==> config.mk <==
export PLATFORM = sky130hd
export DESIGN_NAME = r22_bf2ii_sdf_flat
export DESIGN_NICKNAME = d
export VERILOG_FILES = /design/src/rtl/r22_bf2ii_sdf_if.sv /design/src/rtl/r22_bf2ii_sdf.sv /design/src/flat_wrapper.sv
export SDC_FILE = /design/constraint.sdc
export NUM_CORES = 1
export LEC_CHECK = 0
export CORE_ASPECT_RATIO = 0.8
export CORE_MARGIN = 4
export CORE_UTILIZATION = 51
export CTS_CLUSTER_DIAMETER = 120
export CTS_CLUSTER_SIZE = 12
export DETAILED_ROUTE_END_ITERATION = 7
export PLACE_DENSITY = 0.67
export SETUP_SLACK_MARGIN = 0.15
export SLEW_MARGIN = 40
export SYNTH_ARGS = -nofsm -noshare
export SYNTH_HDL_FRONTEND = slang
export SYNTH_SLANG_ARGS = --single-unit
==> constraint.sdc <==
create_clock -name clk -period 8.7 [get_ports clk]
set_clock_uncertainty 0.1 [all_clocks]
set_input_delay 1.305 -clock clk [delete_from_list [all_inputs] [get_ports clk]]
set_output_delay 1.305 -clock clk [all_outputs]
set_load 0.05 [all_outputs]
==> src/rtl/r22_bf2ii_sdf_if.sv <==
// r22_bf2ii_sdf_if: streaming complex-sample bus into and out of a BF2II SDF stage
interface r22_bf2ii_sdf_if #(
    parameter int HWIDTH = 16
);
    logic [2*HWIDTH-1:0] i_data;
    logic                i_valid;
    logic                i_inverse;
    logic                i_scale;
    logic [2*HWIDTH-1:0] o_data;
    logic                o_valid;
    logic                o_frame_start;

    modport master (
        output i_data, i_valid, i_inverse, i_scale,
        input  o_data, o_valid, o_frame_start
    );

    modport slave (
        input  i_data, i_valid, i_inverse, i_scale,
        output o_data, o_valid, o_frame_start
    );
endinterface

==> src/rtl/r22_bf2ii_sdf.sv <==
// r22_bf2ii_sdf: radix-2^2 BF2II single-path delay-feedback butterfly stage with trivial +/-j twiddle
module r22_bf2ii_sdf #(
    parameter int HWIDTH    = 16,
    parameter int DEPTH_LOG = 3,
    parameter bit ROUND_EN  = 1'b1
) (
    input  logic           clk,
    input  logic           reset,
    r22_bf2ii_sdf_if.slave bus
);
    localparam int DWIDTH = 2 * HWIDTH;
    localparam int N      = 1 << DEPTH_LOG;
    localparam int CW     = DEPTH_LOG + 2;
    localparam int AW     = (DEPTH_LOG == 0) ? 1 : DEPTH_LOG;
    localparam logic signed [HWIDTH-1:0] SMAX = {1'b0, {(HWIDTH-1){1'b1}}};
    localparam logic signed [HWIDTH-1:0] SMIN = {1'b1, {(HWIDTH-1){1'b0}}};
    localparam logic signed [HWIDTH:0]   WMAX = {2'b00, {(HWIDTH-1){1'b1}}};
    localparam logic signed [HWIDTH:0]   WMIN = {2'b11, {(HWIDTH-1){1'b0}}};
    localparam logic signed [HWIDTH:0]   RND  = {{HWIDTH{1'b0}}, ROUND_EN};

    typedef enum logic {FILL = 1'b0, BFLY = 1'b1} state_t;

    logic [CW-1:0]     c_q, c_d;
    logic              primed_q, primed_d;
    logic              m_inv_q, m_inv_d;
    logic              m_scale_q, m_scale_d;
    logic [DWIDTH-1:0] o_data_q, o_data_d;
    logic              o_valid_q, o_valid_d;
    logic              o_fs_q, o_fs_d;
    logic [DWIDTH-1:0] mem_q [N];
    logic [AW-1:0]     ptr;
    logic              acc;
    state_t            state;
    logic [DWIDTH-1:0] head, wr_data, result, bfly_sum, bfly_diff;
    logic signed [HWIDTH-1:0] h_re, h_im, x_re, x_im, b_re, b_im;
    logic signed [HWIDTH:0]   s_re, s_im, d_re, d_im;

    // Negating the most negative value has no representation, so clamp it to the positive limit
    function automatic logic signed [HWIDTH-1:0] neg_sat(input logic signed [HWIDTH-1:0] v);
        return (v == SMIN) ? SMAX : -v;
    endfunction

    // Bring a widened sum/difference back to HWIDTH: halve (optionally rounded) or saturate
    function automatic logic signed [HWIDTH-1:0] fit(input logic signed [HWIDTH:0] s, input logic scale);
        logic signed [HWIDTH:0] r;
        r = (s + RND) >>> 1;
        if (scale) return r[HWIDTH-1:0];
        return (s > WMAX) ? SMAX : (s < WMIN) ? SMIN : s[HWIDTH-1:0];
    endfunction

    // Slot index is the low counter bits: reading then rewriting the same slot yields an N-sample delay
    generate
        if (DEPTH_LOG == 0) begin : g_ptr_one
            assign ptr = '0;
        end else begin : g_ptr_n
            assign ptr = c_q[AW-1:0];
        end
    endgenerate

    // Butterfly datapath: twiddle the new sample by 1 or +/-j, then form head+b and head-b
    always_comb begin
        state     = state_t'(c_q[DEPTH_LOG]);
        head      = mem_q[ptr];
        h_re      = head[DWIDTH-1:HWIDTH];
        h_im      = head[HWIDTH-1:0];
        x_re      = bus.i_data[DWIDTH-1:HWIDTH];
        x_im      = bus.i_data[HWIDTH-1:0];
        b_re      = !c_q[DEPTH_LOG+1] ? x_re : m_inv_q ? neg_sat(x_im) : x_im;
        b_im      = !c_q[DEPTH_LOG+1] ? x_im : m_inv_q ? x_re : neg_sat(x_re);
        s_re      = {h_re[HWIDTH-1], h_re} + {b_re[HWIDTH-1], b_re};
        s_im      = {h_im[HWIDTH-1], h_im} + {b_im[HWIDTH-1], b_im};
        d_re      = {h_re[HWIDTH-1], h_re} - {b_re[HWIDTH-1], b_re};
        d_im      = {h_im[HWIDTH-1], h_im} - {b_im[HWIDTH-1], b_im};
        bfly_sum  = {fit(s_re, m_scale_q), fit(s_im, m_scale_q)};
        bfly_diff = {fit(d_re, m_scale_q), fit(d_im, m_scale_q)};
        result    = (state == BFLY) ? bfly_sum : head;
        wr_data   = (state == BFLY) ? bfly_diff : bus.i_data;
    end

    // Next state: every valid input advances the frame; modes latch on frame sample 0
    always_comb begin
        acc       = bus.i_valid;
        c_d       = acc ? c_q + CW'(1) : c_q;
        m_inv_d   = (acc && c_q == '0) ? bus.i_inverse : m_inv_q;
        m_scale_d = (acc && c_q == '0) ? bus.i_scale : m_scale_q;
        primed_d  = primed_q | (acc && c_q == CW'(N - 1));
        o_valid_d = acc & primed_q;
        o_fs_d    = acc & primed_q & (c_q == CW'(N));
        o_data_d  = (acc & primed_q) ? result : o_data_q;
    end

    // Control and output registers; the delay line is left unreset since it is refilled before use
    always_ff @(posedge clk) begin
        if (reset) begin
            c_q       <= '0;
            primed_q  <= 1'b0;
            m_inv_q   <= 1'b0;
            m_scale_q <= 1'b1;
            o_data_q  <= '0;
            o_valid_q <= 1'b0;
            o_fs_q    <= 1'b0;
        end else begin
            c_q       <= c_d;
            primed_q  <= primed_d;
            m_inv_q   <= m_inv_d;
            m_scale_q <= m_scale_d;
            o_data_q  <= o_data_d;
            o_valid_q <= o_valid_d;
            o_fs_q    <= o_fs_d;
        end
    end

    // Delay-line write on each accepted sample
    always_ff @(posedge clk) begin
        if (acc) mem_q[ptr] <= wr_data;
    end

    assign bus.o_data        = o_data_q;
    assign bus.o_valid       = o_valid_q;
    assign bus.o_frame_start = o_fs_q;
endmodule

==> src/flat_wrapper.sv <==
// flat-port wrapper written by rule: the top's interface ports become plain ports
module r22_bf2ii_sdf_flat 
#(
    parameter int HWIDTH    = 16,
    parameter int DEPTH_LOG = 3,
    parameter bit ROUND_EN  = 1'b1
)
  (clk, reset, bus_i_data, bus_i_valid, bus_i_inverse, bus_i_scale, bus_o_data, bus_o_valid, bus_o_frame_start);
  r22_bf2ii_sdf_if #(.HWIDTH(HWIDTH)) bus_i ();
  input  logic clk;
  input  logic reset;
  input wire logic [$bits(bus_i.i_data)-1:0] bus_i_data;
  input wire logic [$bits(bus_i.i_valid)-1:0] bus_i_valid;
  input wire logic [$bits(bus_i.i_inverse)-1:0] bus_i_inverse;
  input wire logic [$bits(bus_i.i_scale)-1:0] bus_i_scale;
  output wire logic [$bits(bus_i.o_data)-1:0] bus_o_data;
  output wire logic [$bits(bus_i.o_valid)-1:0] bus_o_valid;
  output wire logic [$bits(bus_i.o_frame_start)-1:0] bus_o_frame_start;
  assign bus_i.i_data = bus_i_data;
  assign bus_i.i_valid = bus_i_valid;
  assign bus_i.i_inverse = bus_i_inverse;
  assign bus_i.i_scale = bus_i_scale;
  assign bus_o_data = bus_i.o_data;
  assign bus_o_valid = bus_i.o_valid;
  assign bus_o_frame_start = bus_i.o_frame_start;
  r22_bf2ii_sdf #(.HWIDTH(HWIDTH), .DEPTH_LOG(DEPTH_LOG), .ROUND_EN(ROUND_EN)) u_core (.clk(clk), .reset(reset), .bus(bus_i));
endmodule
After elaboration in Yosys (flattened, before gate mapping)
Memories as Yosys holds them, arrays and structs flattened. A register that Yosys moved wholly into a read port is not among the register bits.
Index checks and enable logic that the tools add are counted.
{"block": "totals", "ff_bits": 42, "latch_bits": 0, "ramBits": 256, "mem_bits_ro": 0, "in_bits": 37, "out_inout_bits": 34, "elab_cells": 66, "mem_count": 1}
{"memory": "u_core.mem_q", "words": 8, "word_bits": 32, "rd": 1, "rd_ports_with_merged_regs": 1, "wr": 1, "line": "r22_bf2ii_sdf.sv:30", "text": "logic [DWIDTH-1:0] mem_q [N];"}
{"block": "classes", "add_sub_neg": 11, "n_mul": 0, "n_div": 0, "order_cmp": 8, "n_eq_ne": 4, "shift": 0, "n_mux": 29, "bitwise": 3, "reduce_logical": 3}
{"operator": "$mux W16", "count": 22}
{"operator": "$add A17 B2 Y17 const B", "count": 4}
{"operator": "$gt A17 B16 Y1 const B", "count": 4}
{"operator": "$lt A17 B16 Y1 const B", "count": 4}
{"operator": "$mux W32", "count": 2}
{"operator": "$add A16 B16 Y17", "count": 2}
{"operator": "$sub A16 B16 Y17", "count": 2}
{"operator": "$eq A16 B16 Y1 const B", "count": 2}
{"operator": "$neg A16 Y16", "count": 2}
{"operator": "$mux W3", "count": 2}
{"operator": "$add A5 B1 Y5 const B", "count": 1}
{"operator": "$eq A5 B3 Y1 const B", "count": 1}
{"operator": "$eq A5 B4 Y1 const B", "count": 1}
{"operator": "$logic_not A5 Y1", "count": 1}
{"operator": "$mux W1", "count": 3}
{"operator": "$and A1 B1 Y1", "count": 2}
{"operator": "$logic_and A1 B1 Y1", "count": 2}
{"operator": "$or A1 B1 Y1", "count": 1}

Longest topological paths before layout
{"block": "depth", "ltp_word": 10, "ltp_mapped": 22, "depth_no_buf": 20}

Worst setup path before layout
OpenSTA, ideal clock, no wires.
{"block": "synth_timing", "path_kind": "input-to-reg", "from": "input port bus_i_data[16]", "to": "memory u_core.mem_q[0][12] in the netlist's numbering, data pin", "setup_time_ns": 0.283, "t_arrival_ns": 5.683, "required_time_ns": 8.317, "path_slack_ns": 2.634, "path_stages": 20, "path_buffers": 3, "cell_sequence": "inv_1 ha_1 nor4b_2 and4_1 buf_6 nor2_1 clkbuf_1 nand3_1 o21a_1 ha_1 clkbuf_1 inv_1 a21o_1 a21oi_1 o21ai_0 or4_4 a211o_1 nor4_2 a221oi_2 a221oi_1"}
{"block": "synth_via", "elab_chain_cells": 10, "word_cells_on_any_way": 14, "classes_between": "add/sub (3); order compare (2); eq/ne (1); mux (8)"}
{"element": "start: declaration", "line": "flat_wrapper.sv:12", "text": "input wire logic [$bits(bus_i.i_data)-1:0] bus_i_data;"}
{"element": "$neg A16 Y16 / $eq A16 B16 Y1 (equally long branches)", "line": "r22_bf2ii_sdf.sv:40", "text": "return (v == SMIN) ? SMAX : -v;"}
{"element": "$mux W16", "line": "r22_bf2ii_sdf.sv:40"}
{"element": "$mux W16 * (2 in series)", "line": "r22_bf2ii_sdf.sv:69", "text": "b_im = !c_q[DEPTH_LOG+1] ? x_im : m_inv_q ? x_re : neg_sat(x_re);"}
{"element": "$sub A16 B16 Y17 *", "line": "r22_bf2ii_sdf.sv:73", "text": "d_im = {h_im[HWIDTH-1], h_im} - {b_im[HWIDTH-1], b_im};"}
{"element": "$lt A17 B16 Y1", "line": "r22_bf2ii_sdf.sv:48", "text": "return (s > WMAX) ? SMAX : (s < WMIN) ? SMIN : s[HWIDTH-1:0];"}
{"element": "$mux W16 (2 in series)", "line": "r22_bf2ii_sdf.sv:48"}
{"element": "$mux W16 *", "line": "r22_bf2ii_sdf.sv:48"}
{"element": "$mux W32 *", "line": "r22_bf2ii_sdf.sv:77", "text": "wr_data = (state == BFLY) ? bfly_diff : bus.i_data;"}
{"element": "net u_core.wr_data[12]", "line": "r22_bf2ii_sdf.sv:34", "text": "logic [DWIDTH-1:0] head, wr_data, result, bfly_sum, bfly_diff;"}
{"element": "end: declaration", "line": "r22_bf2ii_sdf.sv:30"}
Mark *: on every way through the listed nets, which the timed path passes. The rest lies on a longest branch. The select of a mux whose other input is x is not followed.

Worst setup path in the final report
{"block": "layout_timing", "from": "input port bus_i_data[17]", "to": "memory u_core.mem_q[6][0] in the netlist's numbering, data pin"}
The elaborated chain is that of the path after synthesis.

==> impl_metrics.toml <==
[global_routing]
gr-usage-met2_pct = 43.3
top_usage_layer = "met2"
use_met3_pct = 7.62
grt.met1_usage_pct = 43.0
first_global_vias = 15051
grt_use_total_pct = 29.3
antenna_found_initial = 1
grt_pass1_wl_mm = 94.7
grt_max_degree = 55
grt_overflow = 0

[timing]
rsz0062_at_grt = "false"
setup_viol = 0
timing.fmax_ghz = 0.132
fin_crit_sh_pct = 87.3
drv_slew = 0
hold_viol_final = 0
worst_pin_slew_ns = 0.897
timing.final.crit_period_ns = 7.60
relSlewSlack_pct = 40.2
setup_ws_ns = 1.10
fin_tns_setup_ns = 0

[critical_path]
crit_required_ns = 8.86
critPathSlowestCell = "a21oi_1"
path_max_fanout = 14
critPathArrivalTime_ns = 7.76
crit_buf_inv = 5
crit_chain = "clkdlybuf4s50_1, inv_1, ha_1, nor4b_2, and4_1, nor2_1, buf_4, nand3_1, o21a_1, ha_1, inv_1, a21oi_1, a31oi_1, a211oi_4, o21ai_0, xor2_1, a211o_1, nor4_2, a221oi_2, buf_4, a21oi_1"
crit_path_max_incr_delay_ns = 0.71
end_kind = "flip-flop"
cp-start-kind = "input pin"
critPathKind = "in2reg"
path_delay_family = "compound AO/OA/AOI/OAI gates"

[die]
start_util_pct = 51.7
dieArea_mm2 = 0.0421
die_width_um = 229
fp.dieH_um = 184
std_cell_rows = 64
ios = 71
coreArea_mm2 = 0.0384

[power]
switching_share_pct = 34.9
p_int_uw = 2720
p_comb_share_pct = 33.9
pwr_density_cell_mw_per_mm2 = 190
p_seq_share_pct = 38.6
clkPwrFrac_pct = 27.5
switchingPower_uw = 1460
p_leak_uw = 0.00749
ir_drop_mv = 0.178

[synth]
synth_warnings = 0
yosysTopAreaCell = "edfxtp_1"
synthFlopType = "edfxtp_1"
synth_edf_count = 256
syn_nets = 1979
synthArstFlopShare_pct = 0
netlist_top_cells_area = "edfxtp_1 (39%), mux4_2 (6.9%), dfxtp_1 (4.5%)"
synth_area_mm2 = 0.0198
syn_inst = 1870
yosysMostFrequentCell = "edfxtp_1"
ys_ff_latch = 301
synth_top_cells_by_count = "edfxtp_1 (256), nor2_1 (149), nand2_1 (147), a21oi_1 (111), inv_1 (82)"
synth_top_area_share_pct = 38.7
seq_area_frac_synth_pct = 43.3
synth_cell_types = 112
postSynthAreaPerCell_um2 = 10.6

[route]
vias_per_cell = 6.75
drtPass1Iterations = 8
num_vias = 16312
drc_errors = 0
drt_iter0_drc = 1942
drt-total-wl_mm = 63.3
ant_nets = 0
wl_per_cell_um = 26.2

[place]
place_congestion = 0.990
pre_cts_ws_ns = 0.645
port_buffers = 70
hpwl_mm = 46.4

[clocking]
clock_path_buffers = 3
cts_sinks = 301
root_buffer = "clkbuf_16"
cts_tree = "done"
cts_htree_levels = 1
post-cts-setup-buffers = 0
cts.repair.resized = 0
cts_buffers = 30
clkTransAtPathRegs_ns = 0.06
cts_hold_buf = 0
insertion_delay_ns = 0.58

[run_status]
status = "finished clean"

[flow_run]
max-cap-violations = 0

[finish]
syn2layout_area_growth_pct = 10.7
drive_gt1_share_pct = 13.2
finalNetCount = 2020

[worst_hold_path]
holdCritPathClass = "reg2reg"
## worst register-to-register path, cell delays in order (launching register included)
cell,delay [ns]
dfxtp_1,0.54
nor4b_1,0.55
and4_1,0.63
nor2_1,0.11
buf_4,0.20
nand3_1,0.07
o21a_1,0.20
ha_1,0.45
inv_1,0.21
a21oi_1,0.34
a31oi_1,0.24
a211oi_4,0.33
o21ai_0,0.28
xor2_1,0.22
a211o_1,0.30
nor4_2,0.48
a221oi_2,0.11
buf_4,0.23
a21oi_1,0.71
## per-layer routing
metal / vias up / share of wire [%]
met1: 8011 / 43
met3: 108 / 12
li1: 7320 / -
met5: - / 0
met4: 0 / 2.8
met2: 873 / 42
## kinds of logic after synthesis
group	count (synthesis)	synth area share, %
buffers and inverters	186	3.78
AND/OR/NAND/NOR	575	14.9
flip-flops	301	43.3
AO/OA/AOI/OAI	523	19.2
XOR/XNOR	102	4.50
multiplexers	108	9.66
adder cells (fa/ha/maj)	75	4.70
## through the flow
step / utilization (%) / power (µW) / area, µm² / hold slack [ns] / cells
floorplan: - / 2620 / 19800 / 0.355 / 1870
global placement: 54.9 / 3000 / 21100 / 0.370 / 2368
detailed placement: 55.0 / 3000 / 21100 / 0.369 / 2370
CTS: 57.2 / 4150 / 21900 / 0.384 / 2410
global route: 57.3 / 4360 / 22000 / 0.392 / 2415
finish: 57.3 / 4170 / 22000 / 0.381 / 2415
## power groups by stage
stage	Sequential, µW	Clock [µW]	Combinational (µW)
floorplan	1630	0	991
global placement	1640	0	1350
detailed placement	1640	0	1360
CTS	1610	1170	1370
global route	1610	1230	1520
finish	1610	1150	1420
## cell type report
type,count,area (µm²)
diodes,1,2.50
clock buffers,36,773
clock inverters,4,57.6
fillers,3271,16400
inverters,83,312
multi-input cells,1383,10600
flip-flops and latches,301,8600
well taps,495,619
repair buffers,112,1030
## cell usage in the layout, fill, tap and decap left out, types with 35 or more instances in the layout
master           Yosys  routed
buf_4                3      36
mux4_2              61      61
a21oi_1            111     111
edfxtp_1           256     256
nor2_1             149     142
mux2_2              35      35
ha_1                72      72
nor3_1              42      40
dfxtp_1             45      40
inv_1               82      82
xnor2_1             77      76
clkdlybuf4s50_1      0      69
o21ai_0             78      78
nand2_1            147     146
## state kept, by name, summed over array words and instances (netlist names), named ones only
signal and cells:
u_core.mem_q 256, u_core.bus.o_data 32, u_core.c_q 5, u_core.bus.o_frame_start 1, u_core.bus.o_valid 1, u_core.m_inv_q 1
u_core.m_scale_q 1, u_core.primed_q 1
## final timing paths
path / start / endpoint / slack, ns / cells after the start
setup / recovery: bus_i_data[17] / u_core.mem_q[6][0] / 1.10 / 21
hold / removal: u_core.bus.o_data[8] / u_core.bus.o_data[8] / 0.38 / 2
setup reg to reg: u_core.m_inv_q / u_core.mem_q[6][0] / 2.07 / 18
hold reg to reg: u_core.bus.o_data[8] / u_core.bus.o_data[8] / 0.38 / 2
(Power assumes the default switching activity.)
